===== config.mk =====
export PLATFORM = sky130hd
export DESIGN_NAME = fsm_change_payout
export DESIGN_NICKNAME = d
export VERILOG_FILES = /design/src/rtl/fsm_change_payout.sv
export SDC_FILE = /design/constraint.sdc
export NUM_CORES = 1
export LEC_CHECK = 0
export ABC_AREA = 1
export BUFFER_PORTS_ARGS = -buffer_cell sky130_fd_sc_hd__buf_2
export CORE_MARGIN = 2
export CORE_UTILIZATION = 61
export DETAILED_ROUTE_END_ITERATION = 10
export PLACE_DENSITY = 0.83
export SLEW_MARGIN = 30
export SYNTH_ARGS = -nofsm -noshare
export SYNTH_HDL_FRONTEND = slang
export SYNTH_SLANG_ARGS = --single-unit
export TNS_END_PERCENT = 20

===== constraint.sdc =====
create_clock -name clk -period 7.17 [get_ports clk]
set_input_delay 0.3585 -clock clk [delete_from_list [all_inputs] [get_ports clk]]
set_output_delay 0.3585 -clock clk [all_outputs]
set_load 0.005 [all_outputs]

===== src/rtl/fsm_change_payout.sv =====
// Change payout controller: accumulates change strobes into a pending balance
// and pays it out through a coin hopper as 2-unit and 1-unit coins.
module fsm_change_payout #(
    parameter int ACK_TIMEOUT = 16
) (
    input  logic       clk,
    input  logic       rst,
    input  logic       chg_vld,
    input  logic [2:0] chg_amt,
    output logic       hop2_req,
    output logic       hop1_req,
    input  logic       hop_ack,
    output logic [3:0] pend,
    output logic       busy,
    output logic       ovf,
    output logic       fault
);

    typedef enum logic [2:0] {
        IDLE,
        REQ2,
        REQ1,
        REL,
        FAULT
    } state_t;

    localparam logic [7:0] ACK_LIMIT = 8'(ACK_TIMEOUT - 1);

    state_t     state;
    state_t     state_nxt;
    logic [7:0] cnt;
    logic [7:0] cnt_nxt;
    logic [3:0] pend_nxt;
    logic       ovf_nxt;
    logic [1:0] dec;
    logic       accept;
    logic [4:0] sum;

    always_ff @(posedge clk or posedge rst) begin
        if (rst) begin
            state <= IDLE;
            cnt   <= 8'd0;
            pend  <= 4'd0;
            ovf   <= 1'b0;
        end else begin
            state <= state_nxt;
            cnt   <= cnt_nxt;
            pend  <= pend_nxt;
            ovf   <= ovf_nxt;
        end
    end

    // An ack on the limit cycle is checked first, so it beats the timeout.
    always_comb begin
        state_nxt = state;
        cnt_nxt   = cnt;
        dec       = 2'd0;
        case (state)
            IDLE: begin
                if (pend >= 4'd2) begin
                    state_nxt = REQ2;
                    cnt_nxt   = 8'd0;
                end else if (pend == 4'd1) begin
                    state_nxt = REQ1;
                    cnt_nxt   = 8'd0;
                end
            end
            REQ2: begin
                if (hop_ack) begin
                    state_nxt = REL;
                    dec       = 2'd2;
                end else if (cnt == ACK_LIMIT) begin
                    state_nxt = FAULT;
                end else begin
                    cnt_nxt = cnt + 8'd1;
                end
            end
            REQ1: begin
                if (hop_ack) begin
                    state_nxt = REL;
                    dec       = 2'd1;
                end else if (cnt == ACK_LIMIT) begin
                    state_nxt = FAULT;
                end else begin
                    cnt_nxt = cnt + 8'd1;
                end
            end
            REL: begin
                if (!hop_ack) begin
                    state_nxt = IDLE;
                end
            end
            FAULT: begin
                state_nxt = FAULT;
            end
            default: begin
                state_nxt = IDLE;
            end
        endcase

        // A coin is only requested when the balance covers it, so sum never underflows.
        accept   = chg_vld && (state != FAULT);
        sum      = {1'b0, pend} + (accept ? {2'b00, chg_amt} : 5'd0) - {3'b000, dec};
        pend_nxt = (sum > 5'd15) ? 4'hF : sum[3:0];
        ovf_nxt  = ovf | (sum > 5'd15);
    end

    assign hop2_req = (state == REQ2);
    assign hop1_req = (state == REQ1);
    assign fault    = (state == FAULT);
    assign busy     = (state != IDLE) || (pend != 4'd0);

endmodule


==> Word level (Yosys, flattened, before mapping) <==
Index checks and enable logic that the tools add are counted.
{ "classes": {"n_lt_le_gt_ge": 2, "shift": 0, "muxes": 16, "reduce_logical": 9, "div": 0, "add_sub_neg": 3, "mul": 0, "n_eq_ne": 12, "n_bitwise": 1} }
{ "ops": {"columns": ["operator", "n"], "rows": [
  ["$mux 8", 4],
  ["$mux 3", 6],
  ["$pmux 8 s2", 1],
  ["$pmux 3 s4", 1],
  ["$add 8x1->8 const B", 1],
  ["$eq 8x4->1 const B", 1],
  ["$eq 3x2->1 const B", 2],
  ["$ne 2x2->1 const B", 3],
  ["$ne 3x3->1 const B", 2],
  ["$add 4x3->5", 1],
  ["$gt 5x4->1 const B", 1],
  ["$sub 5x2->5", 1],
  ["$eq 4x1->1 const B", 1],
  ["$ge 4x2->1 const B", 1],
  ["$mux 4", 1],
  ["$pmux 2 s2", 1],
  ["$reduce_and 4->1", 1],
  ["$reduce_bool 4->1", 1],
  ["$eq 3x1->1 const B", 1],
  ["$eq 3x3->1 const B", 1],
  ["$logic_not 3->1", 1],
  ["$ne 3x1->1 const B", 1],
  ["$reduce_and 3->1", 1],
  ["$reduce_bool 3->1", 1],
  ["7 further kinds", 7]
]} }
{ "word_totals": {"romBits": 0, "output_inout_bits": 9, "register_bits": 16, "n_memories": 0, "latchBits": 0, "ram_bits": 0, "input_bits": 7, "elab_cells": 47} }

==> Longest topological paths before layout <==
Gate-level depths: netlist (run 1).
{ "depth": {"word_depth": 7, "ltp_mapped": 12} }

==> Worst setup path after synthesis (run 1) <==
OpenSTA, ideal clock, no wires.
{ "synth_timing": {"path_type": "flip-flop to flip-flop", "startpoint": "reg state[0]", "endpoint": "reg pend[3]", "path_stages_with_launch": 9, "arrival_time_ns": 2.365, "path_slack_ns": 4.675, "setup_time_ns": 0.130, "path_buffers": 0, "path_cell_list": "dfrtp_1 nor3_1 nor3b_1 fa_1 fa_1 nand3_1 nand2_1 xor2_1 nand2_1"} }
{ "synth_via": {"elab_chain_len": 7, "elab_cells_between_ends": 10, "classes_between": "add/sub: 2; order compare: 1; eq/ne: 3; mux: 3; reduce/logical: 1"} }
{ "synth_lines": {"columns": ["item", "line", "text"], "rows": [
  ["from (decl)", "29", "state_t state;"],
  ["from (signal assigned)", "46", "state <= state_nxt;"],
  ["$ne 3x3->1", "102", "accept = chg_vld && (state != FAULT);"],
  ["$logic_and 1x1->1", "102", null],
  ["$mux 3", "103", "sum = {1'b0, pend} + (accept ? {2'b00, chg_amt} : 5'd0) - {3'b000, dec};"],
  ["$add 4x3->5", "103", null],
  ["$sub 5x2->5 (*)", "103", null],
  ["$gt 5x4->1", "104", "pend_nxt = (sum > 5'd15) ? 4'hF : sum[3:0];"],
  ["$mux 4 (*)", "104", null],
  ["via pend_nxt[3]", "33", "logic [3:0] pend_nxt;"],
  ["to (signal assigned)", "48", "pend <= pend_nxt;"],
  ["to (decl)", "13", "output logic [3:0] pend,"]
]} }
Mark *: on every way through the listed nets, which the timed path passes. The rest lies on a longest branch.
A chain may end at the register's enable or synchronous reset.

==> Worst setup path in the final report (run 1) <==
{ "layout_timing": {"startpoint": "reg state[0]", "endpoint": "reg pend[1]"} }
The elaborated chain is that of the path after synthesis.

==> results of run 1 <==
==> placed cells by master (no fill, tap or decap), drive strengths merged <==
cell type   n
nand2      62
inv        26
nor2       23
dfrtp      16
buf        15
nand3      15
ha          7
a21oi       4
clkbuf      4
xnor2       3
o21ai       3
nor3        2
fa          2
o21bai      1
o21a        1
nor3b       1
xor2        1
nand3b      1
nand4       1
==> routing by layer <==
metal / global-route usage / vias up / wire length (um)
li1: - / 561 / -
met1: 0.339 / 523 / 1120
met2: 0.382 / 33 / 1240
met3: 0.0778 / 7 / 166
met4: 0.130 / 0 / 45
met5: 0 / - / 0
==> synthesized netlist by cell type <==
master,instances
a21oi_1,4
inv_2,3
nor3b_1,1
fa_1,2
o21ai_0,1
o21ai_2,1
dfrtp_1,16
nand4_1,1
o21bai_1,1
inv_1,23
xnor2_1,3
nand3_2,3
nand3b_1,1
o21a_1,1
xor2_1,1
nand2_2,2
o21ai_1,1
nand2_4,2
nand2_1,58
ha_1,7
nand3_1,12
nor2_4,2
nor2_2,1
nor2_1,20
nor3_1,2
==> where the power goes <==
group          internal, mW  switching [mW]  leakage (nW)
Combinational         0.111           0.177         0.495
Sequential            0.114          0.0244         0.198
Clock                0.0310          0.0318        0.0210
Total                 0.255           0.233         0.713
==> worst max path at each step <==
stage | slack, ns | cells after the start | end
global placement | 4.62 | 8 | ovf
finish | 4.45 | 8 | pend[1]
detailed placement | 4.50 | 8 | pend[0]
floorplan | 4.68 | 8 | pend[3]
CTS | 4.48 | 8 | pend[0]
global route | 4.27 | 8 | pend[2]
==> cell type report <==
| cell class | instances | share of cell area |
|---|---|---|
| Multi-Input combinational cell | 127 | 0.520 |
| Sequential cell | 16 | 0.300 |
| Inverter | 26 | 0.0731 |
| Timing Repair Buffer | 15 | 0.0562 |
| Clock buffer | 4 | 0.0272 |
| Tap cell | 25 | 0.0234 |
==> registers in the layout, summed over array words and instances, names as in the netlist <==
signal,cells
cnt,8
ovf,1
pend,4
state,3
==> cells by family after synthesis <==
logic type | Yosys count | share of synthesized area
flops | 16 | 0.336
fa+ha+maj | 9 | 0.107
simple gates | 105 | 0.401
compound gates | 9 | 0.0451
xor+xnor | 4 | 0.0294
buf+inv | 26 | 0.0818
==> critical path: stages, from the launching register on <==
cell     delay, ns
dfrtp_1       0.46
nor3_1        0.38
nor3b_1       0.12
fa_1          0.54
fa_1          0.49
nand3_1       0.10
nand2_1       0.06
xor2_1        0.32
nand2_1       0.11
==> through the flow <==
stage / instance area [um2] / hold slack (ns)
final: 1340 / 0.107
after CTS: 1340 / 0.134
after floorplan: 1190 / 0.272
after global routing: 1340 / 0.171
after detailed placement: 1300 / 0.464
after global placement: 1300 / 0.446
==> impl_metrics.env, run 1 <==
export IMPL_pin_count=16
export IMPL_grt_pass1_vias=921
export IMPL_numPortBuffers=15
export IMPL_hp_class="in -> async"
export IMPL_cts_root_buf="clkbuf_4"
export IMPL_clockBufferDepth=2
export IMPL_grt_max_degree=17
export IMPL_initialDrtViolationCount=45
export IMPL_drive_gt1_frac=0.176
export IMPL_place_hpwl_mm=2.10
export IMPL_routed_via_density=5.28
export IMPL_grt_pass1_wl_mm=3.99
export IMPL_initial_core_util=0.669
export IMPL_synth_seq_cells=16
export IMPL_drt_pass1_iter_count=4
export IMPL_start_kind="flip-flop"
export IMPL_end_kind="flip-flop"
export IMPL_clkTransAtPathRegs_ns=0.11
export IMPL_ys_types=25
export IMPL_fin_ws_ns=4.45
export IMPL_ys_seq_area_frac=0.336
export IMPL_htreeDepth=1
export IMPL_finalCritPeriodShare=0.379
export IMPL_fin_cells=213
export IMPL_vias=1124
export IMPL_diodes=0
export IMPL_finalSetupTns_ns=0
export IMPL_vdd_ir_drop_max_mv=0.371
export IMPL_cp_arrival_ns=2.89
export IMPL_fin_skew_ns=0.0131
export IMPL_multi_input_area_um2=694
export IMPL_avgSynthCellArea_um2=7.06
export IMPL_grt_overflow_total=0
export IMPL_power_mw=0.489
export IMPL_critPathMaxFanout=5
export IMPL_ant_nets=0
export IMPL_pre_cts_ws_ns=4.50
export IMPL_syn2layout_area_growth_pct=12.0
export IMPL_die_h_um=48.2
export IMPL_path_class="reg -> reg"
export IMPL_maxCapViolations=0
export IMPL_cts_hold_buf=0
export IMPL_nFillCells=153
export IMPL_rr_startpoint="state[0]"
export IMPL_setup_violations=0
export IMPL_powerDensity_nw_per_um2=366
export IMPL_die_x_um=48.2
export IMPL_crit_required_ns=7.34
export IMPL_rsz0062_at_grt="no"
export IMPL_dp_cells=209
export IMPL_slew_violations=0
export IMPL_rr_worst_depth=8
export IMPL_regArea_um2=400
export IMPL_finalNetCount=205
export IMPL_num_rows=15
export IMPL_max_slew_margin=0.593
export IMPL_syn_num_nets=185
export IMPL_yosys_top_cells_area="dfrtp_1 34%, nand2_1 18%, ha_1 7.3%, inv_1 7.2%, nor2_1 6.3%"
export IMPL_worstSetupStartpoint="state[0]"
export IMPL_cts_resized=0
export IMPL_drc=0
export IMPL_hold_viol=0
export IMPL_grt_use_total=0.257
export IMPL_final_core_util=0.749
export IMPL_yosysTopAreaCellShare=0.336
export IMPL_gp_congestion=0.855
export IMPL_wl_per_cell_um=12.0
export IMPL_ys_warnings_count=0
export IMPL_r2r_end="pend[1]"
export IMPL_cts_setup_buffers=0
export IMPL_synth_cells=169
export IMPL_clock_sinks=16
export IMPL_cts_tree="done"
export IMPL_tightest_slew_ns=0.611
export IMPL_rrSetupSlack_ns=4.45
export IMPL_numCtsBuffers=3
export IMPL_status="finished clean"
export IMPL_p_leak_nw=0.713
export IMPL_coreArea_um2=1780
export IMPL_clock_fmax_mhz=368
export IMPL_layout_min_cycle_time_ns=2.72
export IMPL_insertion_delay_ns=0.30
export IMPL_dieArea_um2=2320
export IMPL_wirelength_mm=2.57
export IMPL_yosys_area_top_type="dfrtp_1"
export IMPL_antenna_found_initial=0
export IMPL_syn_area_um2=1190
Note: power is estimated with default switching activity, not from simulation.
==> run 2, diff against run 1 <==
CORE_UTILIZATION = 56   (was 61)
PLACE_DENSITY = 0.77   (was 0.83)
clock period = 2.8 ns   (was 7.17 ns; I/O delays follow)
==> impl_metrics.env, run 2 (synthesis gave the netlist of run 1 again) <==
export IMPL_coreArea_um2=1980
export IMPL_final_area_um2=1360
export IMPL_hold_start="hop_ack"
export IMPL_end_kind="flip-flop"
export IMPL_grt_max_degree=17
export IMPL_largest_reg_flops=8
export IMPL_hold_viol=0
export IMPL_path_class="reg -> reg"
export IMPL_drc=0
export IMPL_crit_path_top_delay_cell="fa_1"
export IMPL_rr_worst_depth=8
export IMPL_vdd_ir_drop_max_mv=0.703
export IMPL_maxCapViolations=0
export IMPL_num_rows=16
export IMPL_routed_via_density=5.02
export IMPL_critPathMaxFanout=5
export IMPL_p_leak_nw=0.725
export IMPL_cts_setup_buffers=0
export IMPL_grt_pass1_wl_mm=4.22
export IMPL_clock_sinks=16
export IMPL_die_h_um=50.1
export IMPL_powerDensity_nw_per_um2=919
export IMPL_slew_violations=0
export IMPL_regMostFlops="cnt"
export IMPL_finalSetupTns_ns=0
export IMPL_hp_class="in -> reg"
export IMPL_rrSetupSlack_ns=0.34
export IMPL_cts_root_buf="clkbuf_4"
export IMPL_antenna_found_initial=0
export IMPL_finalCritPeriodShare=0.880
export IMPL_pin_count=16
export IMPL_final_cell_mix="58 x nand2_1, 23 x inv_1, 20 x nor2_1"
export IMPL_clock_fmax_mhz=406
export IMPL_start_kind="flip-flop"
export IMPL_initialDrtViolationCount=34
export IMPL_initial_core_util=0.602
export IMPL_diodes=0
export IMPL_wl_per_cell_um=10.9
export IMPL_layout_min_cycle_time_ns=2.46
export IMPL_cp_arrival_ns=2.65
export IMPL_crit_required_ns=2.98
export IMPL_cpPeakStageDelay_ns=0.52
export IMPL_top_regs="cnt: 8 flops, pend: 4 flops, state: 3 flops"
export IMPL_whs_path_depth=4
export IMPL_wirelength_mm=2.37
export IMPL_clockBufferDepth=2
export IMPL_grt_pass1_vias=1047
export IMPL_status="finished clean"
export IMPL_cp_cell_sequence="nor3_1 > nor3b_1 > fa_1 > fa_1 > nand3_1 > nand2_1 > xor2_2 > nand2_1"
export IMPL_syn2layout_area_growth_pct=14.3
export IMPL_drt_pass1_iter_count=4
export IMPL_r2r_end="pend[2]"
export IMPL_hold_end="cnt[0]"
export IMPL_grt_overflow_total=0
export IMPL_clkTransAtPathRegs_ns=0.10
export IMPL_dpl_cell_area_um2=1310
export IMPL_max_slew_margin=0.591
export IMPL_cp_top_family="adder cells"
export IMPL_finalNetCount=207
export IMPL_layout_commonest_cell="nand2_1"
export IMPL_rsz0062_at_grt="no"
export IMPL_grt_use_total=0.215
export IMPL_cts_tree="done"
export IMPL_setup_violations=0
export IMPL_tightest_slew_ns=0.612
export IMPL_vias=1090
export IMPL_ant_nets=0
export IMPL_gp_congestion=0.816
export IMPL_htreeDepth=1
export IMPL_numCtsBuffers=3
export IMPL_rr_startpoint="state[0]"
export IMPL_numPortBuffers=15
export IMPL_drive_gt1_frac=0.184
export IMPL_insertion_delay_ns=0.29
export IMPL_die_x_um=50.1
export IMPL_path_buf_inv=0
export IMPL_fin_skew_ns=0.00155
export IMPL_place_hpwl_mm=1.84
export IMPL_dieArea_um2=2510
[run 2: changes by cell type in the layout (fill, tap and decap cells not counted), sizes merged]
cell / previous run / this run
buf: 15 / 16
dlygate4sd3: 0 / 1
[run 2: worst reg2reg max path, stage by stage (launching register included)]
cell     delay [ns]
dfrtp_1        0.45
nor3_1         0.30
nor3b_1        0.11
fa_1           0.52
fa_1           0.47
nand3_1        0.11
nand2_1        0.09
xor2_2         0.23
nand2_1        0.08
[run 2: per-layer routing]
layer	GRT usage	share of wire	vias to the layer above
met2	0.349	0.49	19
met5	0	0	-
met1	0.294	0.47	502
met3	0.0327	0.031	2
met4	0.0694	0.0051	0
li1	-	-	567
[run 2: area by class of cell]
type,count,area (um2)
multi-input combinational,127,702
sequential,16,400
tap,27,33.8
inverter,26,97.6
timing repair buffer,17,92.6
fill,174,619
clock buffer,4,36.3
[run 2: timing repair]
item | CTS | global route
hold endpoints to repair | 16 | 0
resized for setup | 0 | 1
endpoints found under the setup margin | 0 | 2
hold buffers | 1 | 0
[run 2: worst max path at each step]
| stage | startpoint | end | slack, ns | cells past startpoint |
|---|---|---|---|---|
| 2_1_floorplan | state[0] | pend[3] | 0.31 | 8 |
| 3_3_place_gp | state[0] | pend[3] | 0.35 | 8 |
| 3_5_place_dp | state[2] | ovf | 0.29 | 9 |
| 4_1_cts | state[2] | pend[2] | 0.27 | 9 |
| 5_1_grt | state[2] | pend[1] | 0.06 | 9 |
| 6_report | state[0] | pend[2] | 0.34 | 8 |
[run 2: report_power, final]
part | internal (mW) | switching, mW
clock network | 0.0793 | 0.0798
registers | 0.291 | 0.0609
logic | 0.291 | 0.450
total | 0.661 | 0.591
[run 2: per-stage QoR]
stage	util	setup slack [ns]	cells	hold WS, ns	total power, mW
2_1_floorplan	-	0.305	169	0.0537	0.905
3_3_place_gp	0.660	0.352	212	0.234	1.05
3_5_place_dp	0.660	0.289	212	0.237	1.08
4_1_cts	0.684	0.273	217	0.211	1.24
5_1_grt	0.688	0.0592	217	0.266	1.39
6_report	0.688	0.335	217	0.203	1.25
==> run 3, diff against run 2 <==
--- a/config.mk
+++ b/config.mk
@@ -7,3 +7,2 @@
 export LEC_CHECK = 0
-export ABC_AREA = 1
 export BUFFER_PORTS_ARGS = -buffer_cell sky130_fd_sc_hd__buf_2
--- a/constraint.sdc
+++ b/constraint.sdc
@@ -3,2 +3,2 @@
 set_output_delay 0.14 -clock clk [all_outputs]
-set_load 0.005 [all_outputs]
+set_load 0.02 [all_outputs]
==> impl_metrics.env, run 3 <==
export IMPL_place_hpwl_mm=1.73
export IMPL_top_regs="cnt: 8 flops, pend: 4 flops, state: 3 flops"
export IMPL_avgSynthCellArea_um2=8.74
export IMPL_synth_simple_area_share=0.265
export IMPL_num_rows=16
export IMPL_syn_area_um2=1130
export IMPL_fin_ws_ns=0.152
export IMPL_ys_flop_type="dfrtp_1"
export IMPL_slew_violations=0
export IMPL_numPortBuffers=15
export IMPL_synth_edf_count=0
export IMPL_wirelength_mm=2.19
export IMPL_layout_min_cycle_time_ns=2.65
export IMPL_max_slew_margin=0.597
export IMPL_vdd_ir_drop_max_mv=0.765
export IMPL_syn2layout_area_growth_pct=17.5
export IMPL_grt_use_total=0.205
export IMPL_yosys_top_cells_area="dfrtp_1 36%, ha_1 7.8%, nor2_1 4.7%, nand2b_1 4.4%, a21oi_1 3.6%"
export IMPL_crit_required_ns=2.98
export IMPL_ys_seq_area_frac=0.355
export IMPL_powerDensity_nw_per_um2=706
export IMPL_routed_via_density=5.55
export IMPL_coreArea_um2=1920
export IMPL_ys_types=36
export IMPL_path_class="reg -> reg"
export IMPL_cts_root_buf="clkbuf_4"
export IMPL_regMostFlops="cnt"
export IMPL_p_leak_nw=0.600
export IMPL_hp_class="in -> reg"
export IMPL_synth_top_family_by_area="simple AND/OR/NAND/NOR gates"
export IMPL_maxCapViolations=0
export IMPL_synthAdderAreaFrac=0.113
export IMPL_drc=0
export IMPL_pre_cts_ws_ns=0.0572
export IMPL_rsz0062_at_grt="no"
export IMPL_tightest_slew_ns=0.603
export IMPL_ys_warnings_count=0
export IMPL_power_mw=0.935
export IMPL_synthTopCellsByCount="16 x dfrtp_1, 14 x nor2_1, 10 x inv_1, 9 x nand2_1"
export IMPL_synth_xor_area_share=0.0388
export IMPL_fin_skew_ns=0.00504
export IMPL_drt_pass1_iter_count=4
export IMPL_start_kind="flip-flop"
export IMPL_antenna_found_initial=0
export IMPL_status="finished clean"
export IMPL_synth_seq_cells=16
export IMPL_clkTransAtPathRegs_ns=0.10
export IMPL_clock_fmax_mhz=378
export IMPL_yosysMostFrequentCell="dfrtp_1"
export IMPL_final_cell_mix="15 x dfrtp_1, 15 x buf_2, 13 x nor2_1"
export IMPL_die_x_um=48.9
export IMPL_htreeDepth=1
export IMPL_diodes=0
export IMPL_grt_overflow_total=0
export IMPL_die_h_um=48.9
export IMPL_largest_reg_flops=8
export IMPL_finalNetCount=166
export IMPL_initialDrtViolationCount=7
export IMPL_yosys_area_top_type="dfrtp_1"
export IMPL_grt_pass1_wl_mm=3.83
export IMPL_vias=976
export IMPL_hold_viol=0
export IMPL_ant_nets=0
export IMPL_grt_pass1_vias=909
export IMPL_drive_gt1_frac=0.242
export IMPL_yosysTopAreaCellShare=0.355
export IMPL_gp_congestion=0.831
export IMPL_synth_cells=129
export IMPL_clockBufferDepth=2
export IMPL_cts_tree="done"
export IMPL_numCtsBuffers=3
export IMPL_initial_core_util=0.587
export IMPL_synth_compound_area_frac=0.178
export IMPL_pin_count=16
export IMPL_cp_arrival_ns=2.82
export IMPL_insertion_delay_ns=0.29
export IMPL_clock_sinks=16
export IMPL_end_kind="flip-flop"
export IMPL_finalCritPeriodShare=0.946
export IMPL_finalSetupTns_ns=0
export IMPL_synthArstFlopShare=1.00
export IMPL_dieArea_um2=2390
export IMPL_setup_violations=0
export IMPL_wl_per_cell_um=12.4
export IMPL_syn_num_nets=145
export IMPL_grt_max_degree=17
export IMPL_critPathMaxFanout=5
export IMPL_synth_mux_area_frac=0
==> run 3: changes by cell type after synthesis, moves of 4 or more <==
cell,change
nand2_1,-49
nor2_1,-6
and2_1,+4
a211oi_1,+4
a21oi_1,+4
nand3_1,-9
nand2b_1,+8
o21ai_0,+4
inv_1,-13
==> run 3: stage by stage <==
stage | cell area, um2 | cells | util | hold slack [ns]
floorplan | 1140 | 129 | - | 0.0537
global placement | 1260 | 171 | 0.658 | 0.230
detailed placement | 1260 | 171 | 0.658 | 0.244
CTS | 1310 | 176 | 0.682 | 0.209
global route | 1330 | 176 | 0.689 | 0.217
finish | 1330 | 176 | 0.689 | 0.214
==> run 3: worst paths after layout <==
| kind | startpoint | depth (start not counted) | slack (ns) | end |
|---|---|---|---|---|
| hold reg to reg | ovf | 1 | 0.48 | ovf |
| setup / recovery | state[1] | 10 | 0.15 | ovf |
| setup reg to reg | state[1] | 10 | 0.15 | ovf |
| max in group asynchronous | rst | 3 | 1.91 | state[2] |
| hold / removal | hop_ack | 3 | 0.21 | state[0] |
| min in group asynchronous | rst | 3 | 0.47 | state[1] |
==> run 3: logic make-up (layout without fill, tap and decap cells) <==
group,after synthesis,after routing
AND/OR/NAND/NOR,56,56
AO/OA/AOI/OAI,29,29
flip-flops,16,16
buffers and inverters,14,34
adder cells (fa/ha/maj),9,9
XOR/XNOR,5,5
==> run 3: power breakdown <==
part           total (mW)  internal (mW)  switching (mW)
Sequential          0.343          0.281          0.0620
Combinational       0.436          0.203           0.233
Clock               0.157         0.0792          0.0774
==> run 3: cell type report <==
cell class / instances / area [um2]
clock buffer: 4 / 36.3
fill: 164 / 597
inverter: 10 / 37.5
multi-input combinational: 99 / 701
sequential: 16 / 402
tap: 27 / 33.8
timing repair buffer: 20 / 115
==> run 3: metal layers <==
layer | track usage | part of all wire | vias up | routed length (um)
met2 | 0.347 | 0.50 | 22 | 1090
met5 | 0 | 0 | - | 0
met1 | 0.264 | 0.46 | 463 | 1000
met4 | 0.0857 | 0.0087 | 0 | 19
li1 | - | - | 489 | -
met3 | 0.0276 | 0.036 | 2 | 79
==> run 3: timing repair <==
action / 4_1_cts / 5_1_grt
hold endpoints to repair: 16 / 0
setup buffers: 0 / 0
resized for setup: 0 / 4
setup endpoints to repair: 0 / 5
hold buffers: 1 / 0
==> run 3: critical path, stage by stage (launching register included) <==
cell and delay, ns:
dfrtp_1 0.42, nor2_2 0.13, and2_4 0.16, nor2b_2 0.04
and2_1 0.16, fa_1 0.49, fa_1 0.48, a21o_1 0.21
a21oi_2 0.18, xnor2_2 0.18, nand2b_1 0.09
